$ cat src/rtl/ex_ram_arb_pkg.sv
// Shared types and helpers for the round-robin RAM arbiter.
package ex_ram_arb_pkg;

  // Largest requester count the internal index fields can address.
  localparam int unsigned PU_MAX   = 32;
  localparam int unsigned PU_IDX_W = $clog2(PU_MAX);

  typedef enum logic {
    ARB    = 1'b0,
    LOCKED = 1'b1
  } arb_state_e;

  typedef struct packed {
    logic                valid;
    logic [PU_IDX_W-1:0] pu_idx;
  } rd_tag_t;

  typedef struct packed {
    logic                found;
    logic [PU_IDX_W-1:0] idx;
  } rr_pick_t;

  // First requester at or after ptr, wrapping modulo n.
  function automatic rr_pick_t rr_pick(input logic [PU_MAX-1:0]   req,
                                       input logic [PU_IDX_W-1:0] ptr,
                                       input int unsigned         n);
    rr_pick_t    res;
    logic [31:0] idx;
    res = '0;
    for (int unsigned k = 0; k < PU_MAX; k++) begin
      idx = (32'(ptr) + k) % n;
      if ((k < n) && !res.found && req[idx[PU_IDX_W-1:0]]) begin
        res.found = 1'b1;
        res.idx   = idx[PU_IDX_W-1:0];
      end
    end
    return res;
  endfunction

endpackage

$ cat src/rtl/ex_rd_tag_pipe.sv
// Read-return tag delay line; tags emerge DEPTH cycles after they enter.
module ex_rd_tag_pipe
  import ex_ram_arb_pkg::*;
#(
  parameter int unsigned DEPTH = 1
) (
  input  logic    clk,
  input  logic    rst,
  input  rd_tag_t tag_in,
  output rd_tag_t tag_out
);

  rd_tag_t pipe_q [DEPTH];
  rd_tag_t pipe_d [DEPTH];

  // Shift every tag one stage along per cycle.
  always_comb begin
    pipe_d[0] = tag_in;
    for (int unsigned k = 1; k < DEPTH; k++) pipe_d[k] = pipe_q[k-1];
  end

  // Reset wipes all in-flight tags so no stale read is returned.
  always_ff @(posedge clk) begin
    for (int unsigned k = 0; k < DEPTH; k++) begin
      if (rst) pipe_q[k] <= '0;
      else     pipe_q[k] <= pipe_d[k];
    end
  end

  assign tag_out = pipe_q[DEPTH-1];

endmodule

$ cat src/rtl/ex_ram_arbiter.sv
// Round-robin arbiter sharing one single-port RAM among PU_COUNT requesters,
// with bounded burst locking and a tagged read-return path.
module ex_ram_arbiter
  import ex_ram_arb_pkg::*;
#(
  parameter int unsigned RAM_WIDTH  = 16,
  parameter int unsigned PU_COUNT   = 7,
  parameter int unsigned ADDR_WIDTH = 8,
  parameter int unsigned RD_LATENCY = 1,
  parameter int unsigned BURST_MAX  = 4
) (
  input  logic                           clk,
  input  logic                           rst,
  input  logic [PU_COUNT-1:0]            req,
  input  logic [PU_COUNT-1:0]            lock,
  input  logic [PU_COUNT-1:0]            wr_n_rd,
  input  logic [PU_COUNT*RAM_WIDTH-1:0]  wr_data,
  input  logic [PU_COUNT*ADDR_WIDTH-1:0] addr,
  output logic [PU_COUNT-1:0]            gnt,
  output logic                           ram_en,
  output logic                           ram_we,
  output logic [ADDR_WIDTH-1:0]          ram_addr,
  output logic [RAM_WIDTH-1:0]           ram_wdata,
  input  logic [RAM_WIDTH-1:0]           ram_rdata,
  output logic [PU_COUNT-1:0]            rd_valid,
  output logic [RAM_WIDTH-1:0]           rd_data
);

  localparam int unsigned CNT_W = $clog2(BURST_MAX + 1);

  arb_state_e            state_q, state_d;
  logic [PU_IDX_W-1:0]   owner_q, owner_d;
  logic [PU_IDX_W-1:0]   rr_ptr_q, rr_ptr_d;
  logic [PU_IDX_W-1:0]   ram_idx_q, ram_idx_d;
  logic [CNT_W-1:0]      burst_cnt_q, burst_cnt_d;
  logic [PU_MAX-1:0]     req_ext, lock_ext;
  rr_pick_t              pick;
  logic                  grant_any;
  logic [PU_IDX_W-1:0]   grant_idx;
  logic                  sel_we;
  logic [ADDR_WIDTH-1:0] sel_addr;
  logic [RAM_WIDTH-1:0]  sel_wdata;
  logic                  ram_en_q, ram_en_d, ram_we_q, ram_we_d;
  logic [ADDR_WIDTH-1:0] ram_addr_q, ram_addr_d;
  logic [RAM_WIDTH-1:0]  ram_wdata_q, ram_wdata_d;
  rd_tag_t               tag_in, tag_out;

  function automatic logic [PU_IDX_W-1:0] wrap_inc(input logic [PU_IDX_W-1:0] i);
    if ((32'(i) + 32'd1) >= PU_COUNT) return '0;
    return i + 1'b1;
  endfunction

  assign req_ext  = PU_MAX'(req);
  assign lock_ext = PU_MAX'(lock);
  assign pick     = rr_pick(req_ext, rr_ptr_q, PU_COUNT);

  // Grant decode: round-robin winner in ARB, only the owner while LOCKED.
  always_comb begin
    grant_any = 1'b0;
    grant_idx = '0;
    if (!rst) begin
      if (state_q == ARB) begin
        grant_any = pick.found;
        grant_idx = pick.idx;
      end else begin
        grant_any = req_ext[owner_q];
        grant_idx = owner_q;
      end
    end
    for (int unsigned i = 0; i < PU_COUNT; i++) gnt[i] = grant_any && (32'(grant_idx) == i);
  end

  // Next-state: enter a burst on a locked ARB transfer, leave on cap, unlock or idle owner.
  always_comb begin
    state_d     = state_q;
    owner_d     = owner_q;
    burst_cnt_d = burst_cnt_q;
    rr_ptr_d    = rr_ptr_q;
    case (state_q)
      ARB: begin
        if (pick.found) begin
          rr_ptr_d = wrap_inc(pick.idx);
          if (lock_ext[pick.idx] && (BURST_MAX > 1)) begin
            state_d     = LOCKED;
            owner_d     = pick.idx;
            burst_cnt_d = CNT_W'(1);
          end
        end
      end
      LOCKED: begin
        if (req_ext[owner_q] && lock_ext[owner_q] &&
            ((32'(burst_cnt_q) + 32'd1) < BURST_MAX)) begin
          burst_cnt_d = burst_cnt_q + 1'b1;
        end else begin
          state_d     = ARB;
          burst_cnt_d = '0;
          rr_ptr_d    = wrap_inc(owner_q);
        end
      end
      default: state_d = ARB;
    endcase
  end

  // Pick the granted PU's request fields off the packed buses.
  always_comb begin
    sel_we    = 1'b0;
    sel_addr  = '0;
    sel_wdata = '0;
    for (int unsigned i = 0; i < PU_COUNT; i++) begin
      if (gnt[i]) begin
        sel_we    = wr_n_rd[i];
        sel_addr  = addr[i*ADDR_WIDTH +: ADDR_WIDTH];
        sel_wdata = wr_data[i*RAM_WIDTH +: RAM_WIDTH];
      end
    end
  end

  // RAM port: strobe only on a transfer, other fields hold their last value.
  always_comb begin
    ram_en_d    = grant_any;
    ram_we_d    = grant_any ? sel_we    : ram_we_q;
    ram_addr_d  = grant_any ? sel_addr  : ram_addr_q;
    ram_wdata_d = grant_any ? sel_wdata : ram_wdata_q;
    ram_idx_d   = grant_any ? grant_idx : ram_idx_q;
  end

  // Arbitration state and registered RAM port.
  always_ff @(posedge clk) begin
    if (rst) begin
      state_q     <= ARB;
      owner_q     <= '0;
      burst_cnt_q <= '0;
      rr_ptr_q    <= '0;
      ram_en_q    <= 1'b0;
      ram_we_q    <= 1'b0;
      ram_addr_q  <= '0;
      ram_wdata_q <= '0;
    end else begin
      state_q     <= state_d;
      owner_q     <= owner_d;
      burst_cnt_q <= burst_cnt_d;
      rr_ptr_q    <= rr_ptr_d;
      ram_en_q    <= ram_en_d;
      ram_we_q    <= ram_we_d;
      ram_addr_q  <= ram_addr_d;
      ram_wdata_q <= ram_wdata_d;
    end
  end

  // Issuing PU index travels with the RAM access; only meaningful with ram_en_q.
  always_ff @(posedge clk) begin
    ram_idx_q <= ram_idx_d;
  end

  assign ram_en    = ram_en_q;
  assign ram_we    = ram_we_q;
  assign ram_addr  = ram_addr_q;
  assign ram_wdata = ram_wdata_q;

  // Tag enters alongside the issued access so it lines up with ram_rdata.
  assign tag_in.valid  = ram_en_q && !ram_we_q;
  assign tag_in.pu_idx = ram_idx_q;

  ex_rd_tag_pipe #(
    .DEPTH (RD_LATENCY)
  ) u_tag_pipe (
    .clk     (clk),
    .rst     (rst),
    .tag_in  (tag_in),
    .tag_out (tag_out)
  );

  // Decode the returning tag into a one-hot strobe; suppressed during reset.
  always_comb begin
    for (int unsigned i = 0; i < PU_COUNT; i++)
      rd_valid[i] = tag_out.valid && !rst && (32'(tag_out.pu_idx) == i);
  end

  assign rd_data = ram_rdata;

endmodule

$ cat config.mk
export PLATFORM = sky130hd
export DESIGN_NAME = ex_ram_arbiter
export DESIGN_NICKNAME = d
export VERILOG_FILES = /design/src/rtl/ex_ram_arb_pkg.sv /design/src/rtl/ex_rd_tag_pipe.sv /design/src/rtl/ex_ram_arbiter.sv
export SDC_FILE = /design/constraint.sdc
export NUM_CORES = 1
export LEC_CHECK = 0
export ABC_AREA = 0
export CORE_MARGIN = 2
export CORE_UTILIZATION = 52
export CTS_CLUSTER_SIZE = 14
export DETAILED_ROUTE_END_ITERATION = 16
export HOLD_SLACK_MARGIN = 0.12
export PLACE_DENSITY = 0.92
export SETUP_SLACK_MARGIN = 0.2
export SLEW_MARGIN = 20
export SYNTH_ARGS = -nofsm -noshare
export SYNTH_HDL_FRONTEND = slang
export SYNTH_SLANG_ARGS = --single-unit
$ cat constraint.sdc
create_clock -name clk -period 11.7 [get_ports clk]
set_input_delay 2.34 -clock clk [delete_from_list [all_inputs] [get_ports clk]]
set_output_delay 2.34 -clock clk [all_outputs]
set_load 0.02 [all_outputs]
==> results <==
- Yosys mapped the design onto 113 distinct sky130hd cell types.
- The cell accounting for the most synthesized area is sky130_fd_sc_hd__dfxtp_1.
- The actual transition at the worst max-transition pin is 1110 ps.
- Of the cells placed in the final design, the portion with a size suffix greater than 1 is between 10% and 20%.
- Total power for the finished layout comes to 4.22 mW.
- The post-route antenna net violation count is 0.
- Max-cap violations in this run came to 0.
- Of the available clock period, the critical path in the final layout requires 94.7%.
- The total count of max-transition violations in the final report is 0.
- The total area of multi-input combinational cells is roughly 8500 um^2.
- Of all flip-flops after synthesis, the portion carrying an async set or reset was 0%.
- The depth of the CTS H-tree is 2.
- The width of the die is ~140 um.
- At the end of the flow, the number of nets in the layout was 1798.
- The power per cell area is 325 nW/um^2.
- Of the post-synthesis cell area, the dominant cell type holds under 10%.
- The clock transition at the registers of the reported paths is 80 ps.
- Summing the sequential cell areas from Yosys gives a little over a tenth of the chip area.
- The tree is rooted in a sky130_fd_sc_hd__clkbuf_16.
- The sort of element at the start of the critical path is a register.
- The effective utilization at floorplan is between 50% and 60%.
- After detailed placement, the design holds a cell count of 1792.
- The number of clock buffers inserted by TritonCTS is 5.
- The worst-path maximum fanout is 18.
- Summed over all failing endpoints, the final setup total negative slack is 0 ps.
- Entering global routing, the biggest net connects 57 pins.
- Ranked by total cell area, the synthesized netlist is headed by sky130_fd_sc_hd__dfxtp_1 (9.0%), sky130_fd_sc_hd__mux2i_1 (8.4%), sky130_fd_sc_hd__ha_1 (5.4%), sky130_fd_sc_hd__nor2_1 (4.3%), sky130_fd_sc_hd__a21oi_1 (3.3%).
- Setup violations remaining at the end of the flow were counted as 0.
- For the final database, setup skew stands at approximately 6.8 ps.
- The number of antenna violations at the first check in global routing was 2.
- The CTS sink count is 51.
- Setup repair after global routing left no endpoint under its margin.
- By startpoint and endpoint, the worst setup path is classified as reg2out.
- The synthesized area divided by synthesized cell count is 7.50 um^2.
- Before antenna repair, the detailed router went through 6 iterations.
- The clock period could shrink to about 11000 ps.
- The CTS tree is built.
- The critical-path cell with the highest stage delay is sky130_fd_sc_hd__a2111oi_2.
- The number of register bits inferred by synthesis is between 50 and 60.
- During synthesis, Yosys emitted a total of 0 warnings.
- The net count after synthesis is ~1600.
- In the routed design, unresolved DRC markers number 0.
- The area of the placeable core is 19400 um^2.
- In this run the deepest clock path goes through 2 buffers.
- Once detailed placement completed, the half-perimeter wirelength came to 31200 um.
- The synthesized instance count is 1365.
- The relative slew slack is 26.0%.
- From bottom edge to top edge, the die measures 144 um.
- The final antenna diode count is 0.
- The sequential cell area in the final layout is 1080 um^2.
- The first global-routing pass estimated 60700 um of wire.
- The post-synth design cell area is between 10000 and 15000 um^2.
- The worst setup path is captured at an output pin.
- The leakage power figure is roughly 5 nW.
- The cell area after placement is 12600 um^2.
- The dominant cell by count in the synthesized netlist is sky130_fd_sc_hd__nor2_1.
- The number of enable flip-flop cells after synthesis is 5.
- For this run, the total global-route usage over all layers was measured as 36.4%.
- The most used flip-flop cell after synthesis is sky130_fd_sc_hd__dfxtp_1.
- The number of standard cells in the layout, taps in and fillers out is 1813.
- The later-pin clock latency in the skew report is 300 ps.
- The critical path's most frequent cell is sky130_fd_sc_hd__ha_1.
- Based on the critical path, the design can be clocked at up to 90.3 MHz.
- The worst ir drop on vdd is around 0.36 mV.
- The floorplan step defined a die boundary enclosing 20800 um^2.
- Routability-driven placement finished with a final weighted congestion of 1.03.
- The classification of the worst-slack hold path is reg2reg.
- Counting the fill cells in the layout gives 1618.
- The routed length per placed instance is about 22 um.
- The mean number of vias per cell is around 7.
- The total grt overflow is 0.
- The delay contributed by the slowest stage of the critical path is 420 ps.
- The final hold violation count is 0.
- Data on the critical path arrives at its endpoint at 8730 ps.
- The number of global-route vias before repair was 11500.
- The violation count after the first detailed-routing iteration is 1773.
- The number of placement rows is 51.
- The worst hold margin is 476 ps.
- The total non-filler cell area in the finished layout is around 13000 um^2.
- The via count is approximately 13000.
- 263 I/O pins were placed.
- The run finished with clean final reports.
- The required arrival time at the worst endpoint is 9360 ps.
- Port buffering added 230 buffers.
- After synthesis, the most frequently instantiated cells are sky130_fd_sc_hd__nor2_1 (117), sky130_fd_sc_hd__nand2_1 (88), sky130_fd_sc_hd__mux2i_1 (86).
- The detailed-route wire length is 40100 um.
- Relative to the synthesized area, the layout overhead comes to 26.8%.
-- final cells by class --
cell class              instances  area share [%]
flip-flops and latches         51            8.29
multi-input cells            1154            65.8
clock inverters                 3           0.212
clock buffers                   5           0.963
inverters                      57            1.68
well taps                     265            2.55
repair buffers                278            20.5
-- worst max-delay path, delay by kind of cell, from the launching register on --
family | cells | cell delay (ps)
buffers and inverters | 7 | 960
adders and majority gates | 4 | 1130
muxes | 2 | 540
DFF | 1 | 370
and+or+nand+nor | 10 | 1730
xor gates and xnor gates | 2 | 340
AOI/OAI and AO/OA | 14 | 3340
-- report_power, final --
part | total (mW) | switching, mW | internal, mW | leakage, nW
Clock | 0.159 | 0.0777 | 0.0815 | 0.0719
Combinational | 3.76 | 2.24 | 1.52 | 4.52
Sequential | 0.303 | 0.0465 | 0.256 | 0.432
-- flip-flops by register name, summed over array words and instances, names as in the netlist --
register / flops
ram_wdata: 16
burst_cnt_q: 3
u_tag_pipe.pipe_q: 6
ram_we: 1
state_q: 1
ram_en: 1
ram_idx_q: 5
rr_ptr_q: 5
ram_addr: 8
owner_q: 5
-- what timing repair did --
item / in CTS / in global routing
endpoints found under the hold margin: 0 / 0
resized for setup: 5 / 33
setup endpoints to repair: 7 / 7
setup buffers: 3 / 10
hold buffers: 0 / 0
pin swaps: 3 / 7
-- per-stage QoR --
| stage | worst slack, ps | util, % |
|---|---|---|
| final | 626 | 66.9 |
| after detailed placement | 128 | 64.9 |
| after floorplan | 786 | - |
| after global routing | 186 | 66.9 |
| after global placement | 333 | 64.9 |
| after CTS | 223 | 66.0 |
-- logic make-up after synthesis --
logic type                 count (synthesis)  share of synthesized area [%]
and+or+nand+nor                          454                           23.0
AOI/OAI and AO/OA                        513                           39.0
xor gates and xnor gates                  34                           3.13
buffers and inverters                    160                           7.53
muxes                                    108                           11.4
adders and majority gates                 45                           5.47
DFF                                       51                           10.5
-- metal layers --
metal  GRT usage [%]  routed length, um
met1            47.3              15400
met2            58.5              18300
met3            8.51               4680
met4            14.1               1670
met5               0                 23
-- final timing paths --
| kind | slack [ps] | from | end | cells past startpoint |
|---|---|---|---|---|
| worst max register to register | 1960 | rr_ptr_q[2] | ram_addr[3] | 40 |
| worst max-delay path | 630 | rr_ptr_q[2] | gnt[2] | 39 |
| worst min register to register | 480 | ram_we | u_tag_pipe.pipe_q[0][5] | 1 |
| worst min-delay path | 480 | ram_we | u_tag_pipe.pipe_q[0][5] | 1 |
-- placed cells by master (no fill, tap or decap), types with 30 or more instances in the layout --
cell / count
sky130_fd_sc_hd__o21ai_0: 66
sky130_fd_sc_hd__buf_4: 47
sky130_fd_sc_hd__mux2i_1: 86
sky130_fd_sc_hd__inv_1: 50
sky130_fd_sc_hd__clkdlybuf4s50_1: 222
sky130_fd_sc_hd__o22ai_1: 32
sky130_fd_sc_hd__ha_1: 44
sky130_fd_sc_hd__nand2_1: 87
sky130_fd_sc_hd__dfxtp_1: 44
sky130_fd_sc_hd__a21oi_1: 67
sky130_fd_sc_hd__a22oi_1: 30
sky130_fd_sc_hd__o211ai_1: 36
sky130_fd_sc_hd__nand3_1: 41
sky130_fd_sc_hd__nor2_1: 117
sky130_fd_sc_hd__nor3_1: 35
No activity file was read; power rests on OpenSTA's default activity.
